--- src/rtl/scroll_blitter.sv ---
// scroll_blitter: copies one 2^OBJ_W_BITS x 2^OBJ_H_BITS object from a
// 1-cycle-latency ROM to the VGA adapter pixel port. The object is placed at
// (x_origin_i, y_origin_i + y_off_o) and a vertical scroll offset is stepped
// by a single-cycle enable.
// Ports:
//   Clock, Resetn       system clock, synchronous active-low reset
//   start_i             begin one object copy (accepted only in IDLE)
//   step_en_i, dir_i    scroll tick; dir 0 = y_off up, 1 = y_off down
//   x_origin_i/y_origin_i  object top-left, latched when start is accepted
//   mem_addr_o/mem_data_i  ROM address {row,col} and data one cycle later
//   vga_x_o/vga_y_o/vga_colour_o/plot_o  pixel write port
//   busy_o, done_o      copy in progress / 1-cycle end-of-copy pulse
//   y_off_o             current scroll offset, 0..SCREEN_H-1
module scroll_blitter #(
    parameter int OBJ_W_BITS  = 3,
    parameter int OBJ_H_BITS  = 3,
    parameter int X_BITS      = 8,
    parameter int Y_BITS      = 7,
    parameter int SCREEN_H    = 120,
    parameter int COLOUR_BITS = 3
) (
    input  logic                             Clock,
    input  logic                             Resetn,
    input  logic                             start_i,
    input  logic                             step_en_i,
    input  logic                             dir_i,
    input  logic [X_BITS-1:0]                x_origin_i,
    input  logic [Y_BITS-1:0]                y_origin_i,
    output logic [OBJ_H_BITS+OBJ_W_BITS-1:0] mem_addr_o,
    input  logic [COLOUR_BITS-1:0]           mem_data_i,
    output logic [X_BITS-1:0]                vga_x_o,
    output logic [Y_BITS-1:0]                vga_y_o,
    output logic [COLOUR_BITS-1:0]           vga_colour_o,
    output logic                             plot_o,
    output logic                             busy_o,
    output logic                             done_o,
    output logic [Y_BITS-1:0]                y_off_o
);
    localparam int A = OBJ_H_BITS + OBJ_W_BITS;
    localparam logic [Y_BITS+1:0] H_W = (Y_BITS+2)'(SCREEN_H);
    localparam logic [Y_BITS-1:0] H_MAX = Y_BITS'(SCREEN_H - 1);

    typedef enum logic [1:0] {IDLE, DRAW, FLUSH, DONE} state_t;
    state_t state_q, state_d;

    logic [A-1:0]      addr_q;
    logic [X_BITS-1:0] x_q, vga_x_q, vga_x_d;
    logic [Y_BITS-1:0] y_q, snap_q, vga_y_q, vga_y_d, y_off_q, y_off_d, y_step;
    logic              plot_q, pend_q, pend_d, apply_step, accept;
    logic [Y_BITS+1:0] y_sum, y_sub;

    always_comb begin
        state_d = state_q;
        unique case (state_q)
            IDLE:    state_d = start_i ? DRAW : IDLE;
            DRAW:    state_d = &addr_q ? FLUSH : DRAW;
            FLUSH:   state_d = DONE;
            default: state_d = IDLE;
        endcase
    end

    // A tick seen while busy is remembered and applied on the DONE -> IDLE
    // edge, so the offset never changes in the middle of a copy.
    always_comb begin
        accept     = (state_q == IDLE) && start_i;
        apply_step = ((state_q == IDLE) && step_en_i) || ((state_q == DONE) && (pend_q || step_en_i));
        pend_d     = (state_q == IDLE || state_q == DONE) ? 1'b0 : (pend_q | step_en_i);
        y_step     = dir_i ? ((y_off_q == '0) ? H_MAX : y_off_q - 1'b1)
                           : ((y_off_q == H_MAX) ? '0 : y_off_q + 1'b1);
        y_off_d    = apply_step ? y_step : y_off_q;
        vga_x_d    = x_q + X_BITS'(addr_q[OBJ_W_BITS-1:0]);
        // Operands are each below 2*SCREEN_H-ish, so two subtracts bring the
        // sum back into 0..SCREEN_H-1.
        y_sum      = {2'b00, y_q} + {2'b00, snap_q} + (Y_BITS+2)'(addr_q[A-1:OBJ_W_BITS]);
        y_sub      = (y_sum >= H_W) ? y_sum - H_W : y_sum;
        vga_y_d    = Y_BITS'((y_sub >= H_W) ? y_sub - H_W : y_sub);
    end

    always_ff @(posedge Clock) begin
        if (!Resetn) begin
            state_q <= IDLE;
            addr_q  <= '0;
            x_q     <= '0;
            y_q     <= '0;
            snap_q  <= '0;
            vga_x_q <= '0;
            vga_y_q <= '0;
            plot_q  <= 1'b0;
            pend_q  <= 1'b0;
            y_off_q <= '0;
        end else begin
            state_q <= state_d;
            pend_q  <= pend_d;
            y_off_q <= y_off_d;
            plot_q  <= (state_q == DRAW);
            if (accept) begin
                x_q    <= x_origin_i;
                y_q    <= y_origin_i;
                snap_q <= y_off_q;
                addr_q <= '0;
            end else if (state_q == DRAW && !(&addr_q)) begin
                addr_q <= addr_q + 1'b1;
            end
            // Coordinates track the address just issued so they line up
            // with the ROM data returned on the following cycle.
            if (state_q == DRAW) begin
                vga_x_q <= vga_x_d;
                vga_y_q <= vga_y_d;
            end
        end
    end

    assign mem_addr_o   = addr_q;
    assign vga_x_o      = vga_x_q;
    assign vga_y_o      = vga_y_q;
    assign vga_colour_o = mem_data_i;
    assign plot_o       = plot_q;
    assign busy_o       = (state_q != IDLE);
    assign done_o       = (state_q == DONE);
    assign y_off_o      = y_off_q;
endmodule

--- config.mk ---
export PLATFORM = sky130hd
export DESIGN_NAME = scroll_blitter
export DESIGN_NICKNAME = d
export VERILOG_FILES = /design/src/rtl/scroll_blitter.sv
export SDC_FILE = /design/constraint.sdc
export NUM_CORES = 1
export LEC_CHECK = 0
export ABC_CLOCK_PERIOD_IN_PS = 3500
export BUFFER_PORTS_ARGS = -buffer_cell sky130_fd_sc_hd__buf_2
export CORE_MARGIN = 4
export CORE_UTILIZATION = 51
export DETAILED_ROUTE_END_ITERATION = 7
export PLACE_DENSITY = 0.84
export SLEW_MARGIN = 10
export SYNTH_ARGS = -nofsm -noshare
export SYNTH_HDL_FRONTEND = slang
export SYNTH_SLANG_ARGS = --single-unit
--- constraint.sdc ---
create_clock -name Clock -period 3.5 [get_ports Clock]
set_input_delay 0.35 -clock Clock [delete_from_list [all_inputs] [get_ports Clock]]
set_output_delay 0.35 -clock Clock [all_outputs]
set_load 0.02 [all_outputs]
Yosys cells after proc, flatten, opt, wreduce, memory -nomap -nowiden:

Cells that the tools add are included.

* flip-flop bits (word level): 54
* input port bits: 23
* output and inout port bits: 34

* add/sub/neg operators: 8
* magnitude comparators: 2
* equal/unequal tests: 4
* mux-type cells: 8
* bitwise logic cells: 2
* reductions and logical operators: 14

Operators with widths (count)
* 7-bit 2-to-1 mux: 4
* 9-bit by 7-bit >= comparator with 1-bit output, second input constant: 2
* 8-bit by 3-bit adder with 9-bit output: 1
* 9-bit 2-to-1 mux: 1
* 9-bit by 7-bit subtractor with 9-bit output, second input constant: 1
* 7-bit by 7-bit adder with 8-bit output: 1
* 8-bit by 3-bit adder with 8-bit output: 1
* 7-bit by 1-bit adder with 7-bit output, second input constant: 1
* 7-bit == test, second input constant: 1
* 7-bit logical NOT: 1
* 7-bit by 1-bit subtractor with 7-bit output, second input constant: 1
* 7-bit subtractor, second input constant: 1
* 6-bit by 1-bit adder with 6-bit output, second input constant: 1
* 2-bit one-hot mux with 3 select lines: 1
* 6-bit AND reduction: 1
* 2-bit == test, second input constant: 2
* 1-bit logical AND: 4
* 2-bit OR reduction: 2
* 1-bit logical OR: 3
* 2-bit by 1-bit == test with 1-bit output, second input constant: 1
* 2-bit logical NOT: 1
* 2-bit 2-to-1 mux: 1
* 2-bit nonzero test: 1
* 1-bit logical NOT: 1
* 3 further kinds: 3

Longest topological paths before layout:

Gate-level depths: netlist of run 1.

* word-level depth: 6
* gate-level depth with buffers: 15
* depth with buffers taken out: 14

Worst setup path after synthesis of run 1:

No wires, ideal clock.

* path kind: flip-flop to flip-flop
* start: register addr_q[3] (netlist: mem_addr_o[3])
* end: register vga_y_q[4] (netlist: vga_y_o[4])
* arrival time: 3.439 ns
* required time: 3.442 ns
* setup slack: 0.002 ns
* cell stages (with the launch flop): 16
* path buffers: 2
* period minus slack after synthesis: 3.498 ns
* cells stage by stage: dfxtp_1 inv_1 fa_1 inv_1 ha_1 inv_1 fa_1 xor2_1 inv_1 ha_1 clkdlybuf4s25_2 and3_1 buf_6 or3_1 a31oi_1 a31o_1

* word-level cells in the longest chain between the ends: 5

RTL lines
* start, declared: line 46 `logic [A-1:0] addr_q;`
* start signal, assigned: line 102 `addr_q <= addr_q + 1'b1;`
* 8-bit by 3-bit adder with 9-bit output (*): line 74 `y_sum = {2'b00, y_q} + {2'b00, snap_q} + (Y_BITS+2)'(addr_q[A-1:OBJ_W_BITS]);`
* 9-bit by 7-bit subtractor with 9-bit output or 9-bit by 7-bit >= comparator with 1-bit output (tied branches): line 75 `y_sub = (y_sum >= H_W) ? y_sum - H_W : y_sum;`
* 9-bit 2-to-1 mux (*): line 75
* 9-bit by 7-bit >= comparator with 1-bit output or 7-bit subtractor (tied branches): line 76 `vga_y_d = Y_BITS'((y_sub >= H_W) ? y_sub - H_W : y_sub);`
* 7-bit 2-to-1 mux (*): line 76
* end signal, assigned: line 108 `vga_y_q <= vga_y_d;`
* end, declared: line 48 `logic [Y_BITS-1:0] y_q, snap_q, vga_y_q, vga_y_d, y_off_q, y_off_d, y_step;`

Mark *: on every way between the ends. The rest lies on a longest branch, timed or not.
A chain may end at the register's enable or synchronous reset.

Worst setup path in the final report of run 1:

* start: register addr_q[3] (netlist: mem_addr_o[3])
* end: register vga_y_q[5] (netlist: vga_y_o[5])

Same word-level chain as after synthesis.

==> results.yml, run 1 <==
status:
  status: "finished, final reports clean"
timing:
  worst_pin_slew_ns: 0.801
  hold_viol: 0
  final-setup-viol-count: 0
  min_period_over_period: 0.946
  relSlewSlack: 0.466
  rsz0062_at_grt: "false"
  slew_violations: 0
  final.setup.tns_ns: 0
  finClkSkew_ns: 0.00713
  fin_crit_ns: 3.31
  fmax_mhz: 302
synthesis:
  yosys_warnings: 0
  avgSynthCellArea_sq_um: 8.64
  synth_top_cell_area_share: 0.319
  synth_cell_types: 67
  synth-seq-cells: 54
  yosys.area.top_type: "dfxtp_1"
  synth_edf_count: 0
  ys_async_sr_fraction: 0
  synth_most_common_cell: "nand2_1"
  netlist_top_cells_area: "dfxtp_1 32%, ha_1 8.1%, nand2_1 7.4%"
  syn-instance-count: 392
  yosysSeqAreaShare: 0.319
  synthesis.area_sq_um: 3390
  synth_common_cells: "67 x nand2_1, 54 x dfxtp_1, 23 x a21boi_0"
  ys.flop_type: "dfxtp_1"
  synthesis.nets: 442
route:
  wl_per_cell_um: 14.8
  vias: 2835
  totalWireLength_mm: 7.45
  firstDrtPassIters: 5
  vias_per_cell: 5.63
  drt_iter0_drc: 140
  drc: 0
  antenna_left: 0
floorplan:
  initial_utilization: 0.530
  std_cell_rows: 29
  die_y_um: 89.5
  die-area_sq_um: 8010
  ios: 57
  die_x_um: 89.5
  coreArea_sq_um: 6390
clock_tree:
  cts_buffer_depth: 2
  cts_tree: "yes"
  post_cts_buffers: 0
  cts_made_buffers: 5
  hold_buffers: 0
  cts_root_buffer: "clkbuf_8"
  clkTransAtPathRegs_ns: 0.11
  htreeDepth: 2
  clock_sinks: 54
  clkLatencyLatePin_ns: 0.32
final_layout:
  area_growth_pct: 11.0
  regArea_sq_um: 1080
  final_nets: 476
  final_util: 0.589
  multiInputGateArea_sq_um: 2140
  diodes: 0
  fillCellCount: 554
  drive_above_1_share: 0.211
critical_path:
  critPathCaptureType: "flip-flop"
  cp.required_ns: 3.71
  crit_arrival_ns: 3.52
  worstSetupStartpointType: "flip-flop"
  crit_path_max_fanout: 5
  crit_type: "reg2reg"
grt:
  grt_pass1_wl_mm: 12.2
  grt_max_degree: 50
  antenna_found_initial: 0
  grt_pass1_vias: 2658
  overflow: 0
  grt_usage: 0.193
power_and_ir_drop:
  ir_drop_uv: 280
  p_per_area_nw_per_um2: 362
  p_leak_nw: 1.73
placed_design:
  gp_congestion: 0.862
  io_buffers: 50
  dpl.hpwl_mm: 5.55
flow_run:
  drv_cap: 0
hold_path:
  worstHoldPathType: "in2reg"
[through the flow]
step           cells  total power, mW  hold WS, ns  area [sq um]  worst slack [ns]
6_report         504             1.36        0.262          3760             0.187
5_1_grt          504             1.44        0.255          3760            0.0483
4_1_cts          504             1.37        0.257          3710            0.0392
3_5_place_dp     496            0.983        0.460          3600            0.0242
3_3_place_gp     496            0.972        0.457          3600             0.194
2_1_floorplan    392            0.914        0.443          3390           0.00249
[routing by layer]
metal | GRT usage | wire [um]
met1 | 0.244 | 3290
met2 | 0.317 | 3650
met3 | 0.0562 | 425
met4 | 0.0568 | 90
met5 | 0 | 0
[what timing repair did]
| action | in CTS | in global routing |
|---|---|---|
| gates resized for setup | 1 | 10 |
| setup endpoints to repair | 2 | 4 |
| hold endpoints to repair | 0 | 0 |
| pin swaps | 0 | 2 |
[cells by family after synthesis]
logic type	synth area share
and+or+nand+nor	0.204
buffers and inverters	0.0647
xor gates and xnor gates	0.0451
muxes	0.0340
DFF	0.319
adders and majority gates	0.111
AOI/OAI and AO/OA	0.222
[registers in the layout (all words and copies together), names as in the netlist]
signal      cells
y_q             7
vga_y_o         7
plot_o          1
vga_x_o         8
x_q             8
mem_addr_o      6
pend_q          1
snap_q          7
y_off_o         7
state_q         2
[critical path, cell delays in order, from the launching register on]
cell and delay [ns]:
dfxtp_1 0.38, inv_1 0.09, fa_1 0.44, inv_1 0.07, ha_1 0.17, inv_1 0.07, fa_2 0.37, nor2b_2 0.18
o221a_4 0.25, nand4_1 0.21, a32oi_4 0.27, mux2_2 0.37, a41oi_1 0.22, o31ai_1 0.11
[where the power goes]
part	total, mW	switching, mW	internal (mW)	leakage (nW)
combinational	0.290	0.171	0.119	1.24
clock	0.382	0.233	0.149	0.0502
sequential	0.687	0.0361	0.651	0.442
[worst paths after layout]
| check | from | endpoint | slack [ns] | depth (start not counted) |
|---|---|---|---|---|
| hold / removal | x_origin_i[0] | x_q[0]$_SDFFE_PN0P_ | 0.26 | 3 |
| setup / recovery | mem_addr_o[3]$_SDFFE_PP0P_ | vga_y_o[5]$_SDFFE_PN0P_ | 0.19 | 13 |
| setup reg to reg | mem_addr_o[3]$_SDFFE_PP0P_ | vga_y_o[5]$_SDFFE_PN0P_ | 0.19 | 13 |
| hold reg to reg | y_q[0]$_SDFFE_PN0P_ | y_q[0]$_SDFFE_PN0P_ | 0.47 | 2 |
[cell usage in the layout, fill, tap and decap left out, types with 5 or more instances in the layout]
master,synthesis,routed
a21boi_0,23,23
a21oi_1,12,12
a31oi_1,5,5
buf_2,0,50
clkbuf_8,1,5
dfxtp_1,54,53
ha_1,22,21
inv_1,20,20
mux2i_1,7,7
nand2_1,67,67
nand3_1,9,9
nor2_1,17,17
nor2b_1,9,8
nor3_1,9,8
o211a_1,9,9
o21ai_0,12,12
xnor2_1,7,7
xor2_1,6,5
[cell type report]
type / count / area share
clock buffer: 5 / 0.0183
multi-input combinational: 293 / 0.570
sequential: 54 / 0.288
timing repair buffer: 52 / 0.0706
inverter: 20 / 0.0200
clock inverter: 3 / 0.00766
tap: 77 / 0.0256
Power figures use the tool's default switching activity.
==> run 2, diff against run 1 <==
CELL_PAD_IN_SITES_DETAIL_PLACEMENT = 1   (was not set)
CELL_PAD_IN_SITES_GLOBAL_PLACEMENT = 1   (was not set)
CORE_UTILIZATION = 38   (was 51)
SETUP_SLACK_MARGIN = 0.4   (was not set)
==> results.yml, run 2 (synthesis gave the netlist of run 1 again) <==
status:
  status: "finished, final reports clean"
clock_tree:
  cts_tree: "yes"
  cts_buffer_depth: 2
  hold_buffers: 0
  clkLatencyLatePin_ns: 0.32
  clock_sinks: 54
  cts_made_buffers: 5
  htreeDepth: 2
  cts_root_buffer: "clkbuf_8"
  clkTransAtPathRegs_ns: 0.11
power_and_ir_drop:
  p_leak_nw: 1.84
  p_per_area_nw_per_um2: 350
  ir_drop_uv: 162
floorplan:
  die_y_um: 102
  std_cell_rows: 34
  die-area_sq_um: 10500
  ios: 57
  coreArea_sq_um: 8680
  initial_utilization: 0.390
  die_x_um: 102
critical_path:
  slowest_stage: "fa_1"
  worstSetupStartpointType: "flip-flop"
  cpPeakStageDelay_ns: 0.46
  cp.required_ns: 3.75
  r2r_cells: 12
  crit_path_max_fanout: 8
  r2r_end: "vga_y_o[6]$_SDFFE_PN0P_"
  r2r_slack_ns: 0.34
  critPathCaptureType: "flip-flop"
  timing.rr.start: "mem_addr_o[4]$_SDFFE_PP0P_"
  path_cells: "fa_1, ha_2, buf_4, buf_4, a211oi_2, nor2_2, nor2_2, ha_4, and3_4, a31oi_1, o311a_1, nor3_2"
  crit_arrival_ns: 3.41
  crit_type: "reg2reg"
final_layout:
  final_common_cell: "nand2_1"
  regArea_sq_um: 1090
  multiInputGateArea_sq_um: 2250
  final_nets: 493
  layout_common_cells: "67 x nand2_1, 50 x buf_2, 50 x dfxtp_1, 23 x a21boi_0, 20 x ha_1"
  diodes: 0
  area_growth_pct: 20.3
  fin_area_sq_um: 4070
  drive_above_1_share: 0.279
  fillCellCount: 1053
placed_design:
  dpl.hpwl_mm: 6.45
  placed_area_sq_um: 3670
  io_buffers: 50
  place_ws_ns: 0.0687
  gp_congestion: 0.832
hold_path:
  worstHoldPathType: "in2reg"
  hold_end: "x_q[5]$_SDFFE_PN0P_"
  holdPathStages: 3
  holdCritStartpoint: "x_origin_i[5]"
route:
  vias_per_cell: 5.47
  antenna_left: 0
  drt_iter0_drc: 92
  drc: 0
  firstDrtPassIters: 4
  wl_per_cell_um: 17.0
  totalWireLength_mm: 9.40
  vias: 3021
timing:
  relSlewSlack: 0.440
  min_period_over_period: 0.904
  fin_crit_ns: 3.16
  rsz0062_at_grt: "true"
  finClkSkew_ns: 0.0133
  slew_violations: 0
  final.setup.tns_ns: 0
  final-setup-viol-count: 0
  worst_pin_slew_ns: 0.837
  fmax_mhz: 316
  hold_viol: 0
  timing.final.ws_setup_ns: 0.337
grt:
  grt_usage: 0.185
  overflow: 0
  grt_pass1_wl_mm: 15.6
  antenna_found_initial: 0
  grt_max_degree: 50
  grt_pass1_vias: 3186
flow_run:
  drv_cap: 0
run 2: power breakdown:
part	internal [mW]	leakage, nW	switching (mW)
clock	0.186	0.0567	0.225
combinational	0.136	1.34	0.192
sequential	0.650	0.444	0.0377
total	0.972	1.84	0.454
run 2: timing repair:
| action | in CTS | in global routing |
|---|---|---|
| endpoints found under the hold margin | 0 | 0 |
| resized for setup | 28 | 6 |
| pin swaps | 14 | 5 |
| cloned | 0 | 0 |
| setup buffers | 12 | 3 |
| endpoints found under the setup margin | 4 | 4 |
run 2: critical path: cells and delay by family, from the launching register on:
family	cells	cell delay [ns]
AO/OA/AOI/OAI	3	0.79
adder cells (fa/ha/maj)	3	0.90
flip-flops	1	0.37
AND/OR/NAND/NOR	4	0.76
buffers and inverters	2	0.26
run 2: worst max path at each step:
stage | from | end | slack (ns) | cells past startpoint
after floorplan | mem_addr_o[4]$_SDFFE_PP0P_ | vga_y_o[5]$_SDFFE_PN0P_ | 0.40 | 11
after global placement | mem_addr_o[4]$_SDFFE_PP0P_ | vga_y_o[6]$_SDFFE_PN0P_ | 0.24 | 11
after detailed placement | mem_addr_o[4]$_SDFFE_PP0P_ | vga_y_o[6]$_SDFFE_PN0P_ | 0.07 | 11
after CTS | y_q[1]$_SDFFE_PN0P_ | vga_y_o[6]$_SDFFE_PN0P_ | 0.38 | 12
after global routing | snap_q[1]$_SDFFE_PN0P_ | vga_y_o[6]$_SDFFE_PN0P_ | 0.14 | 12
final | mem_addr_o[4]$_SDFFE_PP0P_ | vga_y_o[6]$_SDFFE_PN0P_ | 0.34 | 12
run 2: cell type report:
class                   count  area share
clock buffers               6      0.0230
flip-flops and latches     54       0.268
well taps                 108      0.0332
inverters                  20      0.0184
multi-input cells         293       0.554
clock inverters             2     0.00338
repair buffers             69       0.100
run 2: layer usage:
layer  GRT usage  wire [um]  part of all wire  up-vias
met2       0.325       4740              0.50       71
li1            -          -                 -     1466
met1       0.230       4070              0.43     1461
met5           0          0                 0        -
met4      0.0595        220             0.023        0
met3      0.0334        368             0.039       23
run 2: stage by stage:
| stage | power, mW | hold slack, ns | utilization | std cells |
|---|---|---|---|---|
| after floorplan | 0.914 | 0.443 | - | 392 |
| after global placement | 0.984 | 0.456 | 0.423 | 529 |
| after detailed placement | 0.996 | 0.461 | 0.423 | 529 |
| after CTS | 1.43 | 0.266 | 0.462 | 549 |
| after global routing | 1.51 | 0.269 | 0.469 | 552 |
| final | 1.43 | 0.269 | 0.469 | 552 |
